### src/rtl/wb_port_arbiter_if.sv
// Bundle of the signals around the register-file write port arbiter:
// the core writeback path, the long-latency unit result path, the single
// register-file write port, and a debug view of the arbiter state.
//
// Handshake: the long-latency unit presents lu_valid/lu_rd/lu_wdata and a
// result is accepted only in a cycle where lu_valid & lu_ready are both 1.
// When lu_valid=1 and lu_ready=0, the unit must hold the result stable.
// The core path has no handshake. core_stall=1 means the core's write that
// cycle did not happen and must be presented again the next cycle.
interface wb_port_arbiter_if #(
    parameter int DW = 32,
    parameter int AW = 5
);
    // Core writeback path.
    logic          core_we;
    logic [AW-1:0] core_rd;
    logic [DW-1:0] core_wdata;
    logic          core_stall;

    // Long-latency unit result path.
    logic          lu_valid;
    logic [AW-1:0] lu_rd;
    logic [DW-1:0] lu_wdata;
    logic          lu_ready;
    logic          lu_pending;
    logic [AW-1:0] lu_pending_rd;

    // Register-file write port.
    logic          rf_we;
    logic [AW-1:0] rf_waddr;
    logic [DW-1:0] rf_wdata;

    // Arbiter state for debug and checkers: 0=EMPTY, 1=HELD, 2=FORCE.
    logic [1:0]    dbg_state;

    // Arbiter side.
    modport slave (
        input  core_we, core_rd, core_wdata,
        input  lu_valid, lu_rd, lu_wdata,
        output core_stall, lu_ready, lu_pending, lu_pending_rd,
        output rf_we, rf_waddr, rf_wdata,
        output dbg_state
    );

    // Writers and register-file side.
    modport master (
        output core_we, core_rd, core_wdata,
        output lu_valid, lu_rd, lu_wdata,
        input  core_stall, lu_ready, lu_pending, lu_pending_rd,
        input  rf_we, rf_waddr, rf_wdata,
        input  dbg_state
    );
endinterface

### src/rtl/wb_port_arbiter.sv
// Register-file write port arbiter.
// Shares one register-file write port between the core writeback path and
// a long-latency (mul/div) unit. The core has priority. A long-latency
// result waits in a one-entry buffer until the core leaves a free slot.
// If the core keeps the port busy for MAX_WAIT consecutive cycles, the core
// is stalled for one cycle so that the buffered result can retire.
// All outputs are combinational from state and inputs, so a granted write
// lands in the same cycle.
module wb_port_arbiter #(
    parameter int DW       = 32,
    parameter int AW       = 5,
    parameter int MAX_WAIT = 4    // legal range 1..15, fits wait_cnt
) (
    input  logic              clk,
    input  logic              rst,
    wb_port_arbiter_if.slave  bus
);

    typedef enum logic [1:0] {
        ST_EMPTY = 2'd0,
        ST_HELD  = 2'd1,
        ST_FORCE = 2'd2
    } state_t;

    state_t        state_q, state_d;
    logic [AW-1:0] buf_rd_q, buf_rd_d;
    logic [DW-1:0] buf_data_q, buf_data_d;
    logic [3:0]    wait_cnt_q, wait_cnt_d;

    logic          core_wr;
    logic          rf_we_c;
    logic [AW-1:0] rf_waddr_c;
    logic [DW-1:0] rf_wdata_c;
    logic          core_stall_c;
    logic          lu_ready_c;
    logic          lu_keep;

    // A write to x0 is architecturally a no-op, so it does not claim the port.
    assign core_wr = bus.core_we && (bus.core_rd != '0);

    // State, buffer and starvation counter registers.
    always_ff @(posedge clk) begin
        if (rst) begin
            state_q    <= ST_EMPTY;
            buf_rd_q   <= '0;
            buf_data_q <= '0;
            wait_cnt_q <= '0;
        end else begin
            state_q    <= state_d;
            buf_rd_q   <= buf_rd_d;
            buf_data_q <= buf_data_d;
            wait_cnt_q <= wait_cnt_d;
        end
    end

    // Next-state and write-port selection.
    always_comb begin
        state_d      = state_q;
        buf_rd_d     = buf_rd_q;
        buf_data_d   = buf_data_q;
        wait_cnt_d   = wait_cnt_q;
        rf_we_c      = 1'b0;
        rf_waddr_c   = '0;
        rf_wdata_c   = '0;
        core_stall_c = 1'b0;
        lu_ready_c   = 1'b0;
        lu_keep      = 1'b0;

        unique case (state_q)
            ST_EMPTY: begin
                lu_ready_c = 1'b1;
                if (core_wr) begin
                    rf_we_c    = 1'b1;
                    rf_waddr_c = bus.core_rd;
                    rf_wdata_c = bus.core_wdata;
                end
                // Never bypassed to the port: the result sits in HELD first.
                // A result for x0 is accepted and simply dropped.
                lu_keep = bus.lu_valid && (bus.lu_rd != '0);
                if (lu_keep) begin
                    state_d    = ST_HELD;
                    buf_rd_d   = bus.lu_rd;
                    buf_data_d = bus.lu_wdata;
                    wait_cnt_d = '0;
                end
            end

            ST_HELD: begin
                if (!core_wr) begin
                    // Free slot: retire the buffer, which can refill at once.
                    rf_we_c    = 1'b1;
                    rf_waddr_c = buf_rd_q;
                    rf_wdata_c = buf_data_q;
                    lu_ready_c = 1'b1;
                    state_d    = ST_EMPTY;
                    wait_cnt_d = '0;
                    lu_keep    = bus.lu_valid && (bus.lu_rd != '0);
                    if (lu_keep) begin
                        state_d    = ST_HELD;
                        buf_rd_d   = bus.lu_rd;
                        buf_data_d = bus.lu_wdata;
                    end
                end else begin
                    rf_we_c    = 1'b1;
                    rf_waddr_c = bus.core_rd;
                    rf_wdata_c = bus.core_wdata;
                    if (bus.core_rd == buf_rd_q) begin
                        // Younger core write to the same register makes the
                        // buffered value stale; drop it rather than retire it.
                        state_d    = ST_EMPTY;
                        wait_cnt_d = '0;
                    end else begin
                        wait_cnt_d = wait_cnt_q + 4'd1;
                        if (wait_cnt_q == 4'(MAX_WAIT - 1)) begin
                            state_d = ST_FORCE;
                        end
                    end
                end
            end

            ST_FORCE: begin
                // Core is held off for one cycle and replays its write next.
                core_stall_c = 1'b1;
                rf_we_c      = 1'b1;
                rf_waddr_c   = buf_rd_q;
                rf_wdata_c   = buf_data_q;
                wait_cnt_d   = '0;
                state_d      = ST_EMPTY;
                // lu_ready is low here, so nothing can be accepted this cycle.
                lu_keep = bus.lu_valid && lu_ready_c && (bus.lu_rd != '0);
                if (lu_keep) begin
                    state_d    = ST_HELD;
                    buf_rd_d   = bus.lu_rd;
                    buf_data_d = bus.lu_wdata;
                end
            end

            default: begin
                state_d    = ST_EMPTY;
                wait_cnt_d = '0;
            end
        endcase

        // While in reset nothing is written, stalled or offered.
        if (rst) begin
            rf_we_c      = 1'b0;
            rf_waddr_c   = '0;
            rf_wdata_c   = '0;
            core_stall_c = 1'b0;
            lu_ready_c   = 1'b0;
        end
    end

    assign bus.rf_we         = rf_we_c;
    assign bus.rf_waddr      = rf_waddr_c;
    assign bus.rf_wdata      = rf_wdata_c;
    assign bus.core_stall    = core_stall_c;
    assign bus.lu_ready      = lu_ready_c;
    assign bus.lu_pending    = (state_q != ST_EMPTY) && !rst;
    assign bus.lu_pending_rd = buf_rd_q;
    assign bus.dbg_state     = state_q;

    // The stall lasts exactly one cycle at a time.
    a_stall_single: assert property (@(posedge clk) disable iff (rst)
        bus.core_stall |=> !bus.core_stall);

endmodule

### src/flat_wrapper.sv
// flat-port wrapper written by rule: the top's interface ports become plain ports
module wb_port_arbiter_flat 
#(
    parameter int DW       = 32,
    parameter int AW       = 5,
    parameter int MAX_WAIT = 4                                       
)
  (clk, rst, bus_core_we, bus_core_rd, bus_core_wdata, bus_lu_valid, bus_lu_rd, bus_lu_wdata, bus_core_stall, bus_lu_ready, bus_lu_pending, bus_lu_pending_rd, bus_rf_we, bus_rf_waddr, bus_rf_wdata, bus_dbg_state);
  wb_port_arbiter_if #(.DW(DW), .AW(AW)) bus_i ();
  input  logic clk;
  input  logic rst;
  input wire logic [$bits(bus_i.core_we)-1:0] bus_core_we;
  input wire logic [$bits(bus_i.core_rd)-1:0] bus_core_rd;
  input wire logic [$bits(bus_i.core_wdata)-1:0] bus_core_wdata;
  input wire logic [$bits(bus_i.lu_valid)-1:0] bus_lu_valid;
  input wire logic [$bits(bus_i.lu_rd)-1:0] bus_lu_rd;
  input wire logic [$bits(bus_i.lu_wdata)-1:0] bus_lu_wdata;
  output wire logic [$bits(bus_i.core_stall)-1:0] bus_core_stall;
  output wire logic [$bits(bus_i.lu_ready)-1:0] bus_lu_ready;
  output wire logic [$bits(bus_i.lu_pending)-1:0] bus_lu_pending;
  output wire logic [$bits(bus_i.lu_pending_rd)-1:0] bus_lu_pending_rd;
  output wire logic [$bits(bus_i.rf_we)-1:0] bus_rf_we;
  output wire logic [$bits(bus_i.rf_waddr)-1:0] bus_rf_waddr;
  output wire logic [$bits(bus_i.rf_wdata)-1:0] bus_rf_wdata;
  output wire logic [$bits(bus_i.dbg_state)-1:0] bus_dbg_state;
  assign bus_i.core_we = bus_core_we;
  assign bus_i.core_rd = bus_core_rd;
  assign bus_i.core_wdata = bus_core_wdata;
  assign bus_i.lu_valid = bus_lu_valid;
  assign bus_i.lu_rd = bus_lu_rd;
  assign bus_i.lu_wdata = bus_lu_wdata;
  assign bus_core_stall = bus_i.core_stall;
  assign bus_lu_ready = bus_i.lu_ready;
  assign bus_lu_pending = bus_i.lu_pending;
  assign bus_lu_pending_rd = bus_i.lu_pending_rd;
  assign bus_rf_we = bus_i.rf_we;
  assign bus_rf_waddr = bus_i.rf_waddr;
  assign bus_rf_wdata = bus_i.rf_wdata;
  assign bus_dbg_state = bus_i.dbg_state;
  wb_port_arbiter #(.DW(DW), .AW(AW), .MAX_WAIT(MAX_WAIT)) u_core (.clk(clk), .rst(rst), .bus(bus_i));
endmodule
### config.mk
export PLATFORM = sky130hd
export DESIGN_NAME = wb_port_arbiter_flat
export DESIGN_NICKNAME = d
export VERILOG_FILES = /design/src/rtl/wb_port_arbiter_if.sv /design/src/rtl/wb_port_arbiter.sv /design/src/flat_wrapper.sv
export SDC_FILE = /design/constraint.sdc
export NUM_CORES = 1
export LEC_CHECK = 0
export BUFFER_PORTS_ARGS = -buffer_cell sky130_fd_sc_hd__clkbuf_2
export CORE_MARGIN = 2
export CORE_UTILIZATION = 48
export DETAILED_ROUTE_END_ITERATION = 16
export HOLD_SLACK_MARGIN = 0.06
export PLACE_DENSITY = 0.84
export SLEW_MARGIN = 5
export SYNTH_ARGS = -nofsm -noshare
export SYNTH_HDL_FRONTEND = slang
export SYNTH_SLANG_ARGS = --single-unit
### constraint.sdc
create_clock -name clk -period 3.7 [get_ports clk]
set_input_delay 0.185 -clock clk [delete_from_list [all_inputs] [get_ports clk]]
set_output_delay 0.185 -clock clk [all_outputs]
set_load 0.02 [all_outputs]
==> flow_summary.toml <==
[timing]
finClkSkew_ns = 0.00437
worst-slew-pin-transition_ns = 1.19
setup_violations = 0
fin_tns_setup_ns = 0
finalHoldViolations = 0
slew_headroom_pct = 20.6
timing.fmax_ghz = 0.407
min_period_ns = 2.46
maxSlewViolCount = 0
worst_slack_ns = 1.24
rsz0062_at_grt = "no"
finalCritPeriodShare_pct = 66.4

[global_route]
track_usage_pct = 22.7
grt_pass1_vias = 2155
grt_pass1_wl_mm = 9.65
overflow = 0
grt_max_degree = 49
antenna_found_initial = 0

[power]
pwr-share-seq_pct = 47.4
vdd_drop_max_v = 0.000253
power.internal_mw = 0.731
switching_share_pct = 32.8
p_clk_share_pct = 26.7
powerDensity_nw_per_um2 = 371
power_switching_mw = 0.356
p_comb_share_pct = 25.9
leakagePower_nw = 1.39

[place]
dp.cells = 468
pre_cts_ws_ns = 1.24
gp_congestion = 0.824
portBuffers = 125
hpwl_mm = 4.36

[synth]
ys_seq_area_share_pct = 37.8
synth_area_um2 = 2280
synth_seq_cells = 43
syn_avg_cell_area_um2 = 7.35
ys_top_cells_by_area = "dfxtp_1 (38%), nand2_1 (13%), a22oi_1 (12%), a21oi_1 (9.4%), nor2_1 (7.2%)"
ys_async_sr_fraction_pct = 0
synth.most_common_cell = "nand2_1"
ys.flop_type = "dfxtp_1"
ys_types = 31
synthTopCellsByCount = "nand2_1 (79), nor2_1 (44), a21oi_1 (43), dfxtp_1 (43), a22oi_1 (37)"
yosysTopAreaCellShare_pct = 37.8
netlist_instances = 310
synth_top_cell_by_area = "dfxtp_1"
yosysWarnings = 0
synth_nets = 393
synth_edf_count = 0

[clock_tree]
cts.sinks = 43
clockRootBuffer = "clkbuf_8"
cts_hold_buf = 0
clock_latency_ns = 0.29
post_cts_resized = 0
htreeDepth = 2
clk_pin_slew_ns = 0.08
clk_path_buf_depth = 2
postCtsSetupRepairBufs = 0
tritoncts.num_buffers = 5
cts_tree = "done"

[final_layout]
finalNonFillerCells = 476
antenna_cells = 0
drive_gt1_share_pct = 33.2
area_growth_syn_to_layout_pct = 28.7
fin_nets = 504

[die]
io_pins = 126
fp-row-count = 25
start_util_pct = 48.9
fp.dieH_um = 72.9
core_um2 = 4660
die_w_um = 72.9
die_area_um2 = 5320

[detailed_routing]
drt-wirelength-per-cell_um = 13.1
ant_nets = 0
viasPerCell = 5.31
drc = 0
dr.pass1.iters = 4
drt_wl_total_mm = 6.25
vias = 2528
drtIter0Drc = 122

[setup_path]
cp-start-kind = "register"
crit_fanout = 37
crit_path_end_kind = "register"
worstPathArrival_ns = 2.66
critical_path_required_ns = 3.90
path_class = "reg -> reg"

[min_path]
hp-class = "in -> reg"

[run]
cap_violations = 0

[run_status]
status = "finished clean"
[flip-flops by register name, indices dropped and copies added (netlist names)]
| register | flops |
|---|---|
| u_core.buf_data_q | 32 |
| u_core.bus.lu_pending_rd | 5 |
| u_core.wait_cnt_q | 4 |
| u_core.bus.dbg_state | 2 |
[per-layer routing]
metal	share of wire (%)	GRT usage, %	vias to the layer above	routed length (um)
met5	0	0	-	0
met1	46	27.8	1152	2850
met2	48	40.8	85	3000
met4	0.54	5.14	0	34
li1	-	-	1289	-
met3	5.8	4.70	2	365
[through the flow]
| stage | instance area [um^2] | power [mW] | utilization (%) | hold WS [ns] |
|---|---|---|---|---|
| CTS | 2930 | 1.09 | 63.0 | 0.100 |
| global placement | 2850 | 0.800 | 61.1 | 0.409 |
| detailed placement | 2850 | 0.808 | 61.1 | 0.415 |
| global route | 2930 | 1.14 | 63.0 | 0.106 |
| finish | 2930 | 1.09 | 63.0 | 0.109 |
| floorplan | 2280 | 0.718 | - | 0.321 |
[cells by family (layout without fill, tap and decap cells)]
logic type	Yosys count	after routing	share of synthesized area [%]
compound gates	89	89	24.8
buf+inv	28	140	7.19
simple gates	140	140	25.6
flops	43	43	37.8
xor+xnor	5	5	1.92
fa+ha+maj	5	5	2.74
[power groups by stage]
stage          clock [mW]  combinational, mW  sequential (mW)
5_1_grt             0.310              0.313            0.519
3_3_place_gp            0              0.274            0.526
3_5_place_dp            0              0.281            0.526
4_1_cts             0.297              0.282            0.516
6_report            0.290              0.281            0.516
2_1_floorplan           0              0.192            0.527
[final cells by class]
class	instances	area, um^2
multi-input combinational	239	1260
tap	54	67.6
fill	426	1730
inverter	4	15.0
clock inverter	2	12.5
timing repair buffer	128	648
sequential	43	861
clock buffer	6	72.6
[critical path, stage by stage, from the launching register on]
cell	delay (ns)
dfxtp_1	0.42
inv_1	0.09
ha_1	0.26
nor2_1	0.29
or3b_1	0.97
nand2_1	0.14
a21oi_1	0.18
[worst paths after layout]
path / start / cells after the start / end / slack (ns)
setup / recovery: u_core.bus.dbg_state[1] / 6 / u_core.buf_data_q[15] / 1.24
hold / removal: bus_lu_wdata[20] / 3 / u_core.buf_data_q[20] / 0.11
setup reg to reg: u_core.bus.dbg_state[1] / 6 / u_core.buf_data_q[15] / 1.24
hold reg to reg: u_core.buf_data_q[17] / 2 / u_core.buf_data_q[17] / 0.46
[cell usage in the layout (no fill, tap or decap), types with 3 or more instances in the layout]
cell      instances
xor2_1            3
nand2_1          79
inv_1             4
dfxtp_1          43
buf_4             3
clkbuf_8          5
ha_1              5
nor2_1           43
nand3_1           4
a21oi_1          43
a22oi_1          37
clkbuf_2        125
a31oi_1           3
Power figures use the tool's default switching activity.
